--- src/rtl/fabric_to_hps_packer.sv ---
// rtl/fabric_to_hps_packer.sv - packs fabric pixels into wide words for HPS readback over PIO
//
// Pixels are accumulated LSB-first into acc. A completed word moves into the
// hold register (in_data_export). If hold is still unread, the word stays
// parked in acc. The HPS acknowledges each read by flipping hps_ack_toggle.
//
// Ports:
//   clk_clk         fabric clock (HPS PIO shares this domain)
//   reset_reset     synchronous active-high reset
//   pix_valid/pix_data/pix_ready   pixel input handshake
//   hps_ack_toggle  HPS flips after reading in_data_export
//   in_data_export  packed word presented to the HPS
//   word_valid      in_data_export holds an unread word
//   word_seq        count of words loaded into hold (wraps)
//   ack_err         sticky: ack toggle seen with no word pending
//
// Optional build macro FABRIC_TO_HPS_PACKER_FLUSH_EN adds:
//   pix_last        completes the word early; unfilled upper slots stay zero
//   word_fill       number of valid pixels in in_data_export
module fabric_to_hps_packer #(
    parameter int DATA_W = 256,
    parameter int PIX_W  = 8,
    parameter int SEQ_W  = 8
) (
    input  logic                                clk_clk,
    input  logic                                reset_reset,
    input  logic                                pix_valid,
    input  logic [PIX_W-1:0]                    pix_data,
    output logic                                pix_ready,
`ifdef FABRIC_TO_HPS_PACKER_FLUSH_EN
    input  logic                                pix_last,
    output logic [$clog2(DATA_W/PIX_W):0]       word_fill,
`endif
    input  logic                                hps_ack_toggle,
    output logic [DATA_W-1:0]                   in_data_export,
    output logic                                word_valid,
    output logic [SEQ_W-1:0]                    word_seq,
    output logic                                ack_err
);

    localparam int N     = DATA_W / PIX_W;
    localparam int CNT_W = (N > 1) ? $clog2(N) : 1;

    logic [DATA_W-1:0] acc;
    logic [DATA_W-1:0] acc_next;
    logic [CNT_W-1:0]  cnt;
    logic              acc_full;
    logic              hold_full;
    logic              ack_q;

    logic ack_evt;
    logic hold_free;
    logic accept;
    logic last_pix;
    logic complete;
    logic load_stored;
    logic load_direct;
    int   lsb;

    always_comb begin
        ack_evt   = hps_ack_toggle ^ ack_q;
        hold_free = !hold_full | ack_evt;
        pix_ready = !acc_full | hold_free;
        accept    = pix_valid & pix_ready;
`ifdef FABRIC_TO_HPS_PACKER_FLUSH_EN
        last_pix  = (cnt == CNT_W'(N - 1)) | pix_last;
`else
        last_pix  = (cnt == CNT_W'(N - 1));
`endif
        complete  = accept & last_pix;
        // A parked word always goes to hold before anything newer.
        load_stored = acc_full & hold_free;
        load_direct = complete & hold_free & !acc_full;

        // Slot 0 starts a fresh word from zero so early-completed words
        // carry zeros in their unused upper slots.
        lsb      = int'(cnt) * PIX_W;
        acc_next = (cnt == '0) ? '0 : acc;
        acc_next[lsb +: PIX_W] = pix_data;
    end

    always_ff @(posedge clk_clk) begin
        if (reset_reset) begin
            acc            <= '0;
            cnt            <= '0;
            acc_full       <= 1'b0;
            hold_full      <= 1'b0;
            in_data_export <= '0;
            word_seq       <= '0;
            ack_err        <= 1'b0;
            // Track the current level so a toggle held across reset is not an event.
            ack_q          <= hps_ack_toggle;
        end else begin
            ack_q <= hps_ack_toggle;

            if (ack_evt && !hold_full) begin
                ack_err <= 1'b1;
            end

            // A load in the same cycle as an ack retires the old word and
            // keeps hold_full set for the new one.
            if (load_stored) begin
                in_data_export <= acc;
                hold_full      <= 1'b1;
                word_seq       <= word_seq + 1'b1;
            end else if (load_direct) begin
                in_data_export <= acc_next;
                hold_full      <= 1'b1;
                word_seq       <= word_seq + 1'b1;
            end else if (ack_evt) begin
                hold_full <= 1'b0;
            end

            if (accept) begin
                acc <= acc_next;
                cnt <= complete ? '0 : cnt + 1'b1;
            end

            if (load_stored) begin
                acc_full <= 1'b0;
            end
            if (complete && !load_direct) begin
                acc_full <= 1'b1;
            end
        end
    end

    assign word_valid = hold_full;

`ifdef FABRIC_TO_HPS_PACKER_FLUSH_EN
    localparam int FILL_W = $clog2(N) + 1;

    logic [FILL_W-1:0] acc_fill;
    logic [FILL_W-1:0] hold_fill;
    logic [FILL_W-1:0] fill_next;

    assign fill_next = FILL_W'(cnt) + 1'b1;

    // Fill count travels with its word through acc and hold.
    always_ff @(posedge clk_clk) begin
        if (reset_reset) begin
            acc_fill  <= '0;
            hold_fill <= '0;
        end else begin
            if (accept) begin
                acc_fill <= fill_next;
            end
            if (load_stored) begin
                hold_fill <= acc_fill;
            end else if (load_direct) begin
                hold_fill <= fill_next;
            end
        end
    end

    assign word_fill = hold_fill;
`endif

endmodule
--- config.mk ---
export PLATFORM = sky130hd
export DESIGN_NAME = fabric_to_hps_packer
export DESIGN_NICKNAME = d
export VERILOG_FILES = /design/src/rtl/fabric_to_hps_packer.sv
export SDC_FILE = /design/constraint.sdc
export NUM_CORES = 1
export LEC_CHECK = 0
export CAP_MARGIN = 20
export CORE_ASPECT_RATIO = 0.9
export CORE_UTILIZATION = 56
export CTS_CLUSTER_SIZE = 8
export DETAILED_ROUTE_END_ITERATION = 6
export GPL_ROUTABILITY_DRIVEN = 0
export PLACE_DENSITY = 0.8
export SLEW_MARGIN = 20
export SYNTH_ARGS = -nofsm -noshare
export SYNTH_HDL_FRONTEND = slang
export SYNTH_SLANG_ARGS = --single-unit
export TNS_END_PERCENT = 20
--- constraint.sdc ---
create_clock -name clk_clk -period 4.4 [get_ports clk_clk]
set_input_delay 0.88 -clock clk_clk [delete_from_list [all_inputs] [get_ports clk_clk]]
set_output_delay 0.88 -clock clk_clk [all_outputs]
set_load 0.01 [all_outputs]
==> impl_metrics.prom, run 1 <==
# TYPE chip_impl_metric gauge
chip_impl_info{name="critical_path_source_type",value="register"} 1
chip_impl_metric{name="grt_first_pass_wirelength",unit="um"} 129000
chip_impl_metric{name="netSwitchingFraction",unit="%"} 25.0
chip_impl_metric{name="finalHoldViolations",unit=""} 0
chip_impl_metric{name="holdBufCountCts",unit=""} 0
chip_impl_info{name="critical_path.slowest_cell",value="sky130_fd_sc_hd__nand2_1"} 1
chip_impl_metric{name="die_height",unit="um"} 195
chip_impl_metric{name="die_width",unit="um"} 217
chip_impl_metric{name="critPathMaxFanout",unit=""} 57
chip_impl_metric{name="antenna_violations_before_repair",unit=""} 2
chip_impl_metric{name="final.min_clock_period",unit="ns"} 3.61
chip_impl_metric{name="syn_area",unit="mm^2"} 0.0232
chip_impl_metric{name="ctsHtreeMaxLevel",unit=""} 3
chip_impl_metric{name="critPathArrivalTime",unit="ns"} 4.05
chip_impl_metric{name="detail-route-antenna-nets",unit=""} 0
chip_impl_metric{name="cts-root-to-sink-buffers",unit=""} 3
chip_impl_info{name="critical-path-top-delay-family",value="simple AND/OR/NAND/NOR gates"} 1
chip_impl_metric{name="layoutNonFillerInstCount",unit=""} 3370
chip_impl_metric{name="max-slew-margin-rel",unit="%"} 28.0
chip_impl_metric{name="cts_sinks",unit=""} 529
chip_impl_metric{name="floorplan.core_area",unit="mm^2"} 0.0407
chip_impl_metric{name="finalSetupViolations",unit=""} 0
chip_impl_info{name="end_kind",value="register"} 1
chip_impl_metric{name="viasPerCell",unit=""} 7.02
chip_impl_metric{name="fin_area",unit="mm^2"} 0.0285
chip_impl_metric{name="fp.dieArea",unit="mm^2"} 0.0422
chip_impl_metric{name="grt_start_max_net_pins",unit=""} 118
chip_impl_metric{name="timing_worst_slew_pin_value",unit="ns"} 1.08
chip_impl_metric{name="max-cap-violations",unit=""} 0
chip_impl_metric{name="max_clock_freq",unit="MHz"} 277
chip_impl_info{name="worst-setup-path-type",value="register to register"} 1
chip_impl_info{name="timing.critical_path.cells",value="inv_1 -> ha_1 -> nand2b_1 -> nor2_1 -> ha_2 -> buf_4 -> nand2_1 -> nand2_1 -> buf_4 -> o21ai_0"} 1
chip_impl_metric{name="drive_gt1_share",unit="%"} 9.61
chip_impl_metric{name="ioPinCount",unit=""} 279
chip_impl_metric{name="number_of_global_route_vias_before_repair",unit=""} 22600
chip_impl_metric{name="switching_power",unit="mW"} 2.69
chip_impl_metric{name="rows",unit=""} 70
chip_impl_metric{name="proportion_of_synthesized_chip_area_in_sequential_cells",unit="%"} 45.6
chip_impl_metric{name="number_of_buffers_created_by_cts",unit=""} 76
chip_impl_metric{name="yosys_warnings",unit=""} 0
chip_impl_metric{name="comb_power_share",unit="%"} 7.2
chip_impl_metric{name="clkLatencyLatePin",unit="ns"} 0.61
chip_impl_metric{name="io_buffers",unit=""} 278
chip_impl_metric{name="max_stage_delay",unit="ns"} 0.55
chip_impl_metric{name="async_reset_ff_share",unit="%"} 0
chip_impl_info{name="min_path_type",value="register to register"} 1
chip_impl_metric{name="postSynthAreaPerCell",unit="um^2"} 8.85
chip_impl_metric{name="synth.ff_latch_count",unit=""} 529
chip_impl_metric{name="route.detailed.drc",unit=""} 0
chip_impl_info{name="status",value="finished clean"} 1
chip_impl_metric{name="dp_hpwl",unit="um"} 55000
chip_impl_metric{name="cell_internal_pwr",unit="mW"} 8.07
chip_impl_metric{name="postCtsResizedCells",unit=""} 0
chip_impl_metric{name="floorplan.initialDensity",unit="%"} 57.0
chip_impl_info{name="tritoncts_clock_tree",value="built"} 1
chip_impl_metric{name="placed_area",unit="mm^2"} 0.0265
chip_impl_metric{name="distinct_cells_synth",unit=""} 89
chip_impl_info{name="grt_setup_unrepaired",value="false"} 1
chip_impl_metric{name="post-cts-setup-buffers",unit=""} 0
chip_impl_metric{name="power.ir.vdd_worst",unit="V"} 0.000298
chip_impl_metric{name="detail_route.wl_per_cell",unit="um"} 24.9
chip_impl_metric{name="power_density",unit="mW/mm^2"} 378
chip_impl_metric{name="crit_required",unit="ns"} 4.85
chip_impl_metric{name="drt_pass1_iterations",unit=""} 7
chip_impl_metric{name="place_inst",unit=""} 3284
chip_impl_metric{name="maxSlewViolCount",unit=""} 0
chip_impl_info{name="postSynth.topFlopCell",value="sky130_fd_sc_hd__dfxtp_1"} 1
chip_impl_metric{name="power.total",unit="mW"} 10.8
chip_impl_metric{name="share_clk_of_total_power",unit="%"} 48.1
chip_impl_metric{name="cp_num_buf_inv",unit=""} 3
chip_impl_metric{name="global_route.usage.total",unit="%"} 38.5
chip_impl_metric{name="seqPwrFrac",unit="%"} 44.7
chip_impl_metric{name="final_min_period_over_clock_period",unit="%"} 82.0
chip_impl_metric{name="layout-area-overhead-vs-synth",unit="%"} 22.8
chip_impl_metric{name="setup_tns_after_final_layout",unit="ns"} 0
chip_impl_info{name="final_common_cell",value="sky130_fd_sc_hd__dfxtp_1"} 1
chip_impl_metric{name="power_leakage",unit="nW"} 9.72
chip_impl_metric{name="cell_count_after_synthesis",unit=""} 2620
chip_impl_metric{name="finalClockSkew",unit="ns"} 0.0165
chip_impl_metric{name="clock_pin_slew_on_the_worst_setup_and_hold_paths",unit="ns"} 0.05
chip_impl_metric{name="num_vias",unit=""} 23700
chip_impl_metric{name="syn-num-nets",unit=""} 2637
chip_impl_metric{name="synth_edf_count",unit=""} 0
chip_impl_metric{name="finalWirelength",unit="um"} 84000
chip_impl_info{name="clk_root_buffer_cell",value="sky130_fd_sc_hd__clkbuf_16"} 1
chip_impl_metric{name="initialDrtViolationCount",unit=""} 3231
chip_impl_metric{name="num-nets-final",unit=""} 2839
chip_impl_info{name="mostFrequentLayoutCells",value="sky130_fd_sc_hd__dfxtp_1, sky130_fd_sc_hd__nand2_1, sky130_fd_sc_hd__clkdlybuf4s50_1"} 1
chip_impl_metric{name="grt_remaining_overflow",unit=""} 0
[power groups by stage]
stage                     clock, mW  combinational [mW]  sequential, mW
final                          5.18               0.773            4.81
after CTS                      5.17               0.725            4.81
after floorplan                   0               0.463            4.90
after detailed placement          0               0.719            4.90
after global routing           5.38               0.785            4.80
after global placement            0               0.708            4.90
[sequential cells by signal, indices dropped and copies added, names as in the netlist]
name            cells
word_seq            8
word_valid          1
acc_full            1
in_data_export    256
acc               256
ack_q               1
ack_err             1
cnt                 5
[worst reg2reg max path, cell delays in order, from the launching register on]
cell and delay (ns):
sky130_fd_sc_hd__dfxtp_1 0.30, sky130_fd_sc_hd__inv_1 0.05, sky130_fd_sc_hd__ha_1 0.39, sky130_fd_sc_hd__nand2b_1 0.22
sky130_fd_sc_hd__nor2_1 0.15, sky130_fd_sc_hd__ha_2 0.34, sky130_fd_sc_hd__buf_4 0.52, sky130_fd_sc_hd__nand2_1 0.58
sky130_fd_sc_hd__nand2_1 0.18, sky130_fd_sc_hd__buf_4 0.44, sky130_fd_sc_hd__o21ai_0 0.26
[per-layer routing]
metal / part of all wire, % / global-route usage (%)
met1: 38 / 49.5
met5: 0.015 / 0
met2: 44 / 58.6
met3: 13 / 10.3
met4: 5.8 / 21.5
[cells in the mapped netlist (9+ instances only)]
master / number / area [um^2]
sky130_fd_sc_hd__a22oi_1: 24 / 180
sky130_fd_sc_hd__o211ai_1: 40 / 300
sky130_fd_sc_hd__nor3_1: 53 / 265
sky130_fd_sc_hd__a31oi_1: 26 / 163
sky130_fd_sc_hd__nand4_1: 20 / 125
sky130_fd_sc_hd__o21ai_1: 23 / 115
sky130_fd_sc_hd__clkbuf_1: 185 / 694
sky130_fd_sc_hd__o2bb2ai_1: 68 / 596
sky130_fd_sc_hd__nor4_1: 11 / 68.8
sky130_fd_sc_hd__o21ai_0: 163 / 816
sky130_fd_sc_hd__nand3b_1: 19 / 143
sky130_fd_sc_hd__a32o_1: 28 / 280
sky130_fd_sc_hd__a211oi_1: 77 / 578
sky130_fd_sc_hd__nor2b_1: 17 / 106
sky130_fd_sc_hd__a311oi_1: 18 / 158
sky130_fd_sc_hd__nand3_1: 73 / 365
sky130_fd_sc_hd__o41ai_1: 16 / 140
sky130_fd_sc_hd__nor3_2: 16 / 160
sky130_fd_sc_hd__o22ai_1: 40 / 250
sky130_fd_sc_hd__a22o_1: 143 / 1250
sky130_fd_sc_hd__nor4_2: 12 / 150
sky130_fd_sc_hd__dfxtp_1: 529 / 10600
sky130_fd_sc_hd__o211a_1: 16 / 160
sky130_fd_sc_hd__nand2_1: 310 / 1160
sky130_fd_sc_hd__o221ai_1: 48 / 420
sky130_fd_sc_hd__and2_1: 9 / 56.3
sky130_fd_sc_hd__nor2_1: 157 / 589
sky130_fd_sc_hd__a21oi_1: 143 / 716
sky130_fd_sc_hd__buf_2: 39 / 195
sky130_fd_sc_hd__and3_1: 31 / 194
sky130_fd_sc_hd__inv_1: 39 / 146
sky130_fd_sc_hd__or3_1: 35 / 219
sky130_fd_sc_hd__a221oi_1: 22 / 193
sky130_fd_sc_hd__buf_1: 11 / 41.3
[metrics by stage]
step           hold WS (ns)  worst slack [ns]  utilization [%]
2_1_floorplan         0.432             0.877                -
6_report              0.445             0.794             70.0
3_3_place_gp          0.437             0.953             65.0
3_5_place_dp          0.433             0.869             65.0
5_1_grt               0.462             0.622             70.0
4_1_cts               0.447             0.869             70.0
[cells by family after synthesis]
group | synth area share [%]
AOI/OAI and AO/OA | 31.0
and+or+nand+nor | 17.0
DFF | 45.6
buffers and inverters | 5.23
xor gates and xnor gates | 0.523
muxes | 0.280
adders and majority gates | 0.313
[final timing paths]
check	from	endpoint	slack [ns]	depth (start not counted)
setup / recovery	cnt[0]	in_data_export[110]	0.79	10
hold / removal	in_data_export[85]	in_data_export[85]	0.44	2
setup reg to reg	cnt[0]	in_data_export[110]	0.79	10
hold reg to reg	in_data_export[85]	in_data_export[85]	0.44	2
[area by class of cell]
cell class | instances | area [um^2]
sequential | 529 | 10600
clock inverter | 6 | 60.1
fill | 3122 | 12200
inverter | 39 | 146
multi-input combinational | 1801 | 11500
clock buffer | 79 | 1960
timing repair buffer | 375 | 3550
antenna | 1 | 2.50
tap | 540 | 676
Power figures use the tool's default switching activity.
==> run 2: changes to the inputs <==
Settings changed: CORE_UTILIZATION 56 to 51, PLACE_DENSITY 0.8 to 0.77.
Clock period 4.4 ns to 2.9 ns, I/O delays scaled along.
==> run 2 against run 1 <==
Net effect: non-clock buffer count is 113 higher; global-route usage fell by 2.0 points; count of clock-buffer cells in the layout grew 2; largest power group unchanged; worst hold slack got worse by 0.11 ns; highest routed layer unchanged; final cell count rose by 5.1%; wire length up 3.0%; largest cell class unchanged; power is 54% higher; die area increased by 9.7%; clock power is 54% higher; sequential cell count unchanged; combinational power is 75% higher; the flow now finishes with violations (design-rule violations, negative setup slack).
==> impl_metrics.prom, run 2 (synthesis gave the netlist of run 1 again) <==
# TYPE chip_impl_metric gauge
chip_impl_info{name="status",value="complete, but fails checks"} 1
chip_impl_info{name="violations",value="design-rule violations, negative setup slack"} 1
chip_impl_info{name="critical-path-top-delay-family",value="compound AO/OA/AOI/OAI gates"} 1
chip_impl_metric{name="critPathMaxFanout",unit=""} 18
chip_impl_metric{name="initialDrtViolationCount",unit=""} 3459
chip_impl_metric{name="power.ir.vdd_worst",unit="V"} 0.000361
chip_impl_metric{name="die_width",unit="um"} 227
chip_impl_info{name="crit_path_frequent_cell",value="sky130_fd_sc_hd__buf_4"} 1
chip_impl_metric{name="num-nets-final",unit=""} 2952
chip_impl_metric{name="setup_tns_after_final_layout",unit="ns"} -0.522
chip_impl_metric{name="detail_route.wl_per_cell",unit="um"} 24.4
chip_impl_metric{name="power_leakage",unit="nW"} 10.5
chip_impl_metric{name="finalWirelength",unit="um"} 86500
chip_impl_metric{name="final_min_period_over_clock_period",unit="%"} 103
chip_impl_metric{name="antenna_violations_before_repair",unit=""} 1
chip_impl_metric{name="finalClockSkew",unit="ns"} 0.0327
chip_impl_metric{name="dp_hpwl",unit="um"} 58900
chip_impl_metric{name="cts-root-to-sink-buffers",unit=""} 3
chip_impl_info{name="end_kind",value="register"} 1
chip_impl_metric{name="finalHoldViolations",unit=""} 0
chip_impl_metric{name="place_ws",unit="ns"} -0.111
chip_impl_metric{name="clkLatencyLatePin",unit="ns"} 0.63
chip_impl_metric{name="clock_pin_slew_on_the_worst_setup_and_hold_paths",unit="ns"} 0.06
chip_impl_metric{name="die_height",unit="um"} 204
chip_impl_metric{name="ctsHtreeMaxLevel",unit=""} 3
chip_impl_info{name="final_common_cell",value="sky130_fd_sc_hd__dfxtp_1"} 1
chip_impl_metric{name="num_vias",unit=""} 24000
chip_impl_metric{name="ioPinCount",unit=""} 279
chip_impl_info{name="timing.critical_path.cells",value="buf_4 -> nor2_1 -> o21ai_2 -> buf_4 -> nand3_1 -> nor3_2 -> a32o_1"} 1
chip_impl_metric{name="power_density",unit="mW/mm^2"} 557
chip_impl_metric{name="number_of_buffers_created_by_cts",unit=""} 76
chip_impl_metric{name="grt_start_max_net_pins",unit=""} 131
chip_impl_metric{name="grt_remaining_overflow",unit=""} 0
chip_impl_metric{name="max_stage_delay",unit="ns"} 0.90
chip_impl_metric{name="viasPerCell",unit=""} 6.77
chip_impl_info{name="grt_setup_unrepaired",value="true"} 1
chip_impl_info{name="tritoncts_clock_tree",value="built"} 1
chip_impl_info{name="min_path_type",value="input port to register"} 1
chip_impl_metric{name="finalSetupViolations",unit=""} 18
chip_impl_metric{name="number_of_global_route_vias_before_repair",unit=""} 23100
chip_impl_metric{name="filler_cell_count",unit=""} 3500
chip_impl_metric{name="fp.dieArea",unit="mm^2"} 0.0463
chip_impl_metric{name="rows",unit=""} 73
chip_impl_metric{name="power.total",unit="mW"} 16.6
chip_impl_metric{name="maxSlewViolCount",unit=""} 0
chip_impl_metric{name="critPathArrivalTime",unit="ns"} 3.52
chip_impl_metric{name="crit_required",unit="ns"} 3.45
chip_impl_metric{name="max-slew-margin-rel",unit="%"} 21.6
chip_impl_metric{name="detail-route-antenna-nets",unit=""} 0
chip_impl_metric{name="cp_num_buf_inv",unit=""} 2
chip_impl_metric{name="max_clock_freq",unit="MHz"} 336
chip_impl_metric{name="floorplan.initialDensity",unit="%"} 52.2
chip_impl_metric{name="max-cap-violations",unit=""} 0
chip_impl_metric{name="io_buffers",unit=""} 278
chip_impl_info{name="clk_root_buffer_cell",value="sky130_fd_sc_hd__clkbuf_16"} 1
chip_impl_metric{name="drt_pass1_iterations",unit=""} 7
chip_impl_metric{name="global_route.usage.total",unit="%"} 36.5
chip_impl_metric{name="timing_worst_slew_pin_value",unit="ns"} 1.18
chip_impl_metric{name="route.detailed.drc",unit=""} 4
chip_impl_info{name="worst-setup-path-type",value="register to register"} 1
chip_impl_metric{name="grt_first_pass_wirelength",unit="um"} 132000
chip_impl_metric{name="drive_gt1_share",unit="%"} 13.7
chip_impl_info{name="mostFrequentLayoutCells",value="sky130_fd_sc_hd__dfxtp_1, sky130_fd_sc_hd__nand2_1, sky130_fd_sc_hd__clkdlybuf4s50_1"} 1
chip_impl_metric{name="cts_sinks",unit=""} 529
chip_impl_metric{name="final.min_clock_period",unit="ns"} 2.97
chip_impl_info{name="critical_path_source_type",value="register"} 1
chip_impl_metric{name="layout-area-overhead-vs-synth",unit="%"} 28.8
chip_impl_metric{name="finalWorstSetupSlack",unit="ns"} -0.0739
chip_impl_metric{name="diodes",unit=""} 0
chip_impl_metric{name="final_util",unit="%"} 67.2
chip_impl_info{name="critical_path.slowest_cell",value="sky130_fd_sc_hd__o21ai_2"} 1
chip_impl_info{name="top_regs",value="acc (256), in_data_export (256), word_seq (8)"} 1
chip_impl_metric{name="floorplan.core_area",unit="mm^2"} 0.0445
run 2: cell types whose count changed in the layout (fill, tap and decap cells not counted), moves of 5 or more:
| cell | delta |
|---|---|
| sky130_fd_sc_hd__nor4_4 | +5 |
| sky130_fd_sc_hd__nor2_2 | +5 |
| sky130_fd_sc_hd__buf_4 | +91 |
| sky130_fd_sc_hd__buf_12 | +19 |
| sky130_fd_sc_hd__nor2_1 | -5 |
run 2: what timing repair did:
action                     CTS  global route
hold buffers                 0             0
gates resized for setup      3            18
pin swaps                    0             6
buffers inserted             0             2
setup endpoints to repair   13           166
run 2: worst reg2reg max path, cell delays in order, from the launching register on:
cell	delay, ns
sky130_fd_sc_hd__dfxtp_1	0.33
sky130_fd_sc_hd__buf_4	0.25
sky130_fd_sc_hd__nor2_1	0.11
sky130_fd_sc_hd__o21ai_2	0.90
sky130_fd_sc_hd__buf_4	0.31
sky130_fd_sc_hd__nand3_1	0.19
sky130_fd_sc_hd__nor3_2	0.54
sky130_fd_sc_hd__a32o_1	0.26
run 2: per-stage QoR:
step | instance area, um^2 | hold WS, ns | instances
global route | 29900 | 0.334 | 3542
floorplan | 23300 | 0.432 | 2620
detailed placement | 27700 | 0.434 | 3455
finish | 29900 | 0.331 | 3542
CTS | 29800 | 0.309 | 3540
global placement | 27700 | 0.434 | 3455
run 2: area by class of cell:
cell class / count / area [um^2] / share of cell area, %
Clock inverter: 4 / 57.6 / 0.193
Multi-Input combinational cell: 1801 / 11700 / 39.0
Inverter: 39 / 146 / 0.490
Tap cell: 600 / 751 / 2.51
Sequential cell: 529 / 10600 / 35.5
Clock buffer: 81 / 2010 / 6.71
Timing Repair Buffer: 488 / 4660 / 15.6
run 2: worst paths after layout:
check,from,end,slack [ns],cells after the start
setup / recovery,cnt[3],acc[117],-0.07,7
setup reg to reg,cnt[3],acc[117],-0.07,7
hold reg to reg,in_data_export[35],in_data_export[35],0.44,2
hold / removal,reset_reset,acc_full,0.33,2
run 2: layer usage:
layer / vias up / GRT usage, % / part of all wire (%)
li1: 10500 / - / -
met1: 11500 / 47.1 / 39
met2: 1642 / 56.7 / 45
met3: 369 / 8.51 / 11
met4: 2 / 19.2 / 5.5
met5: - / 0 / 0.021
run 2: power by group:
group / switching [mW] / leakage [nW] / internal [mW]
combinational: 0.986 / 5.19 / 0.366
sequential: 0.00625 / 4.26 / 7.29
clock: 3.15 / 1.01 / 4.83
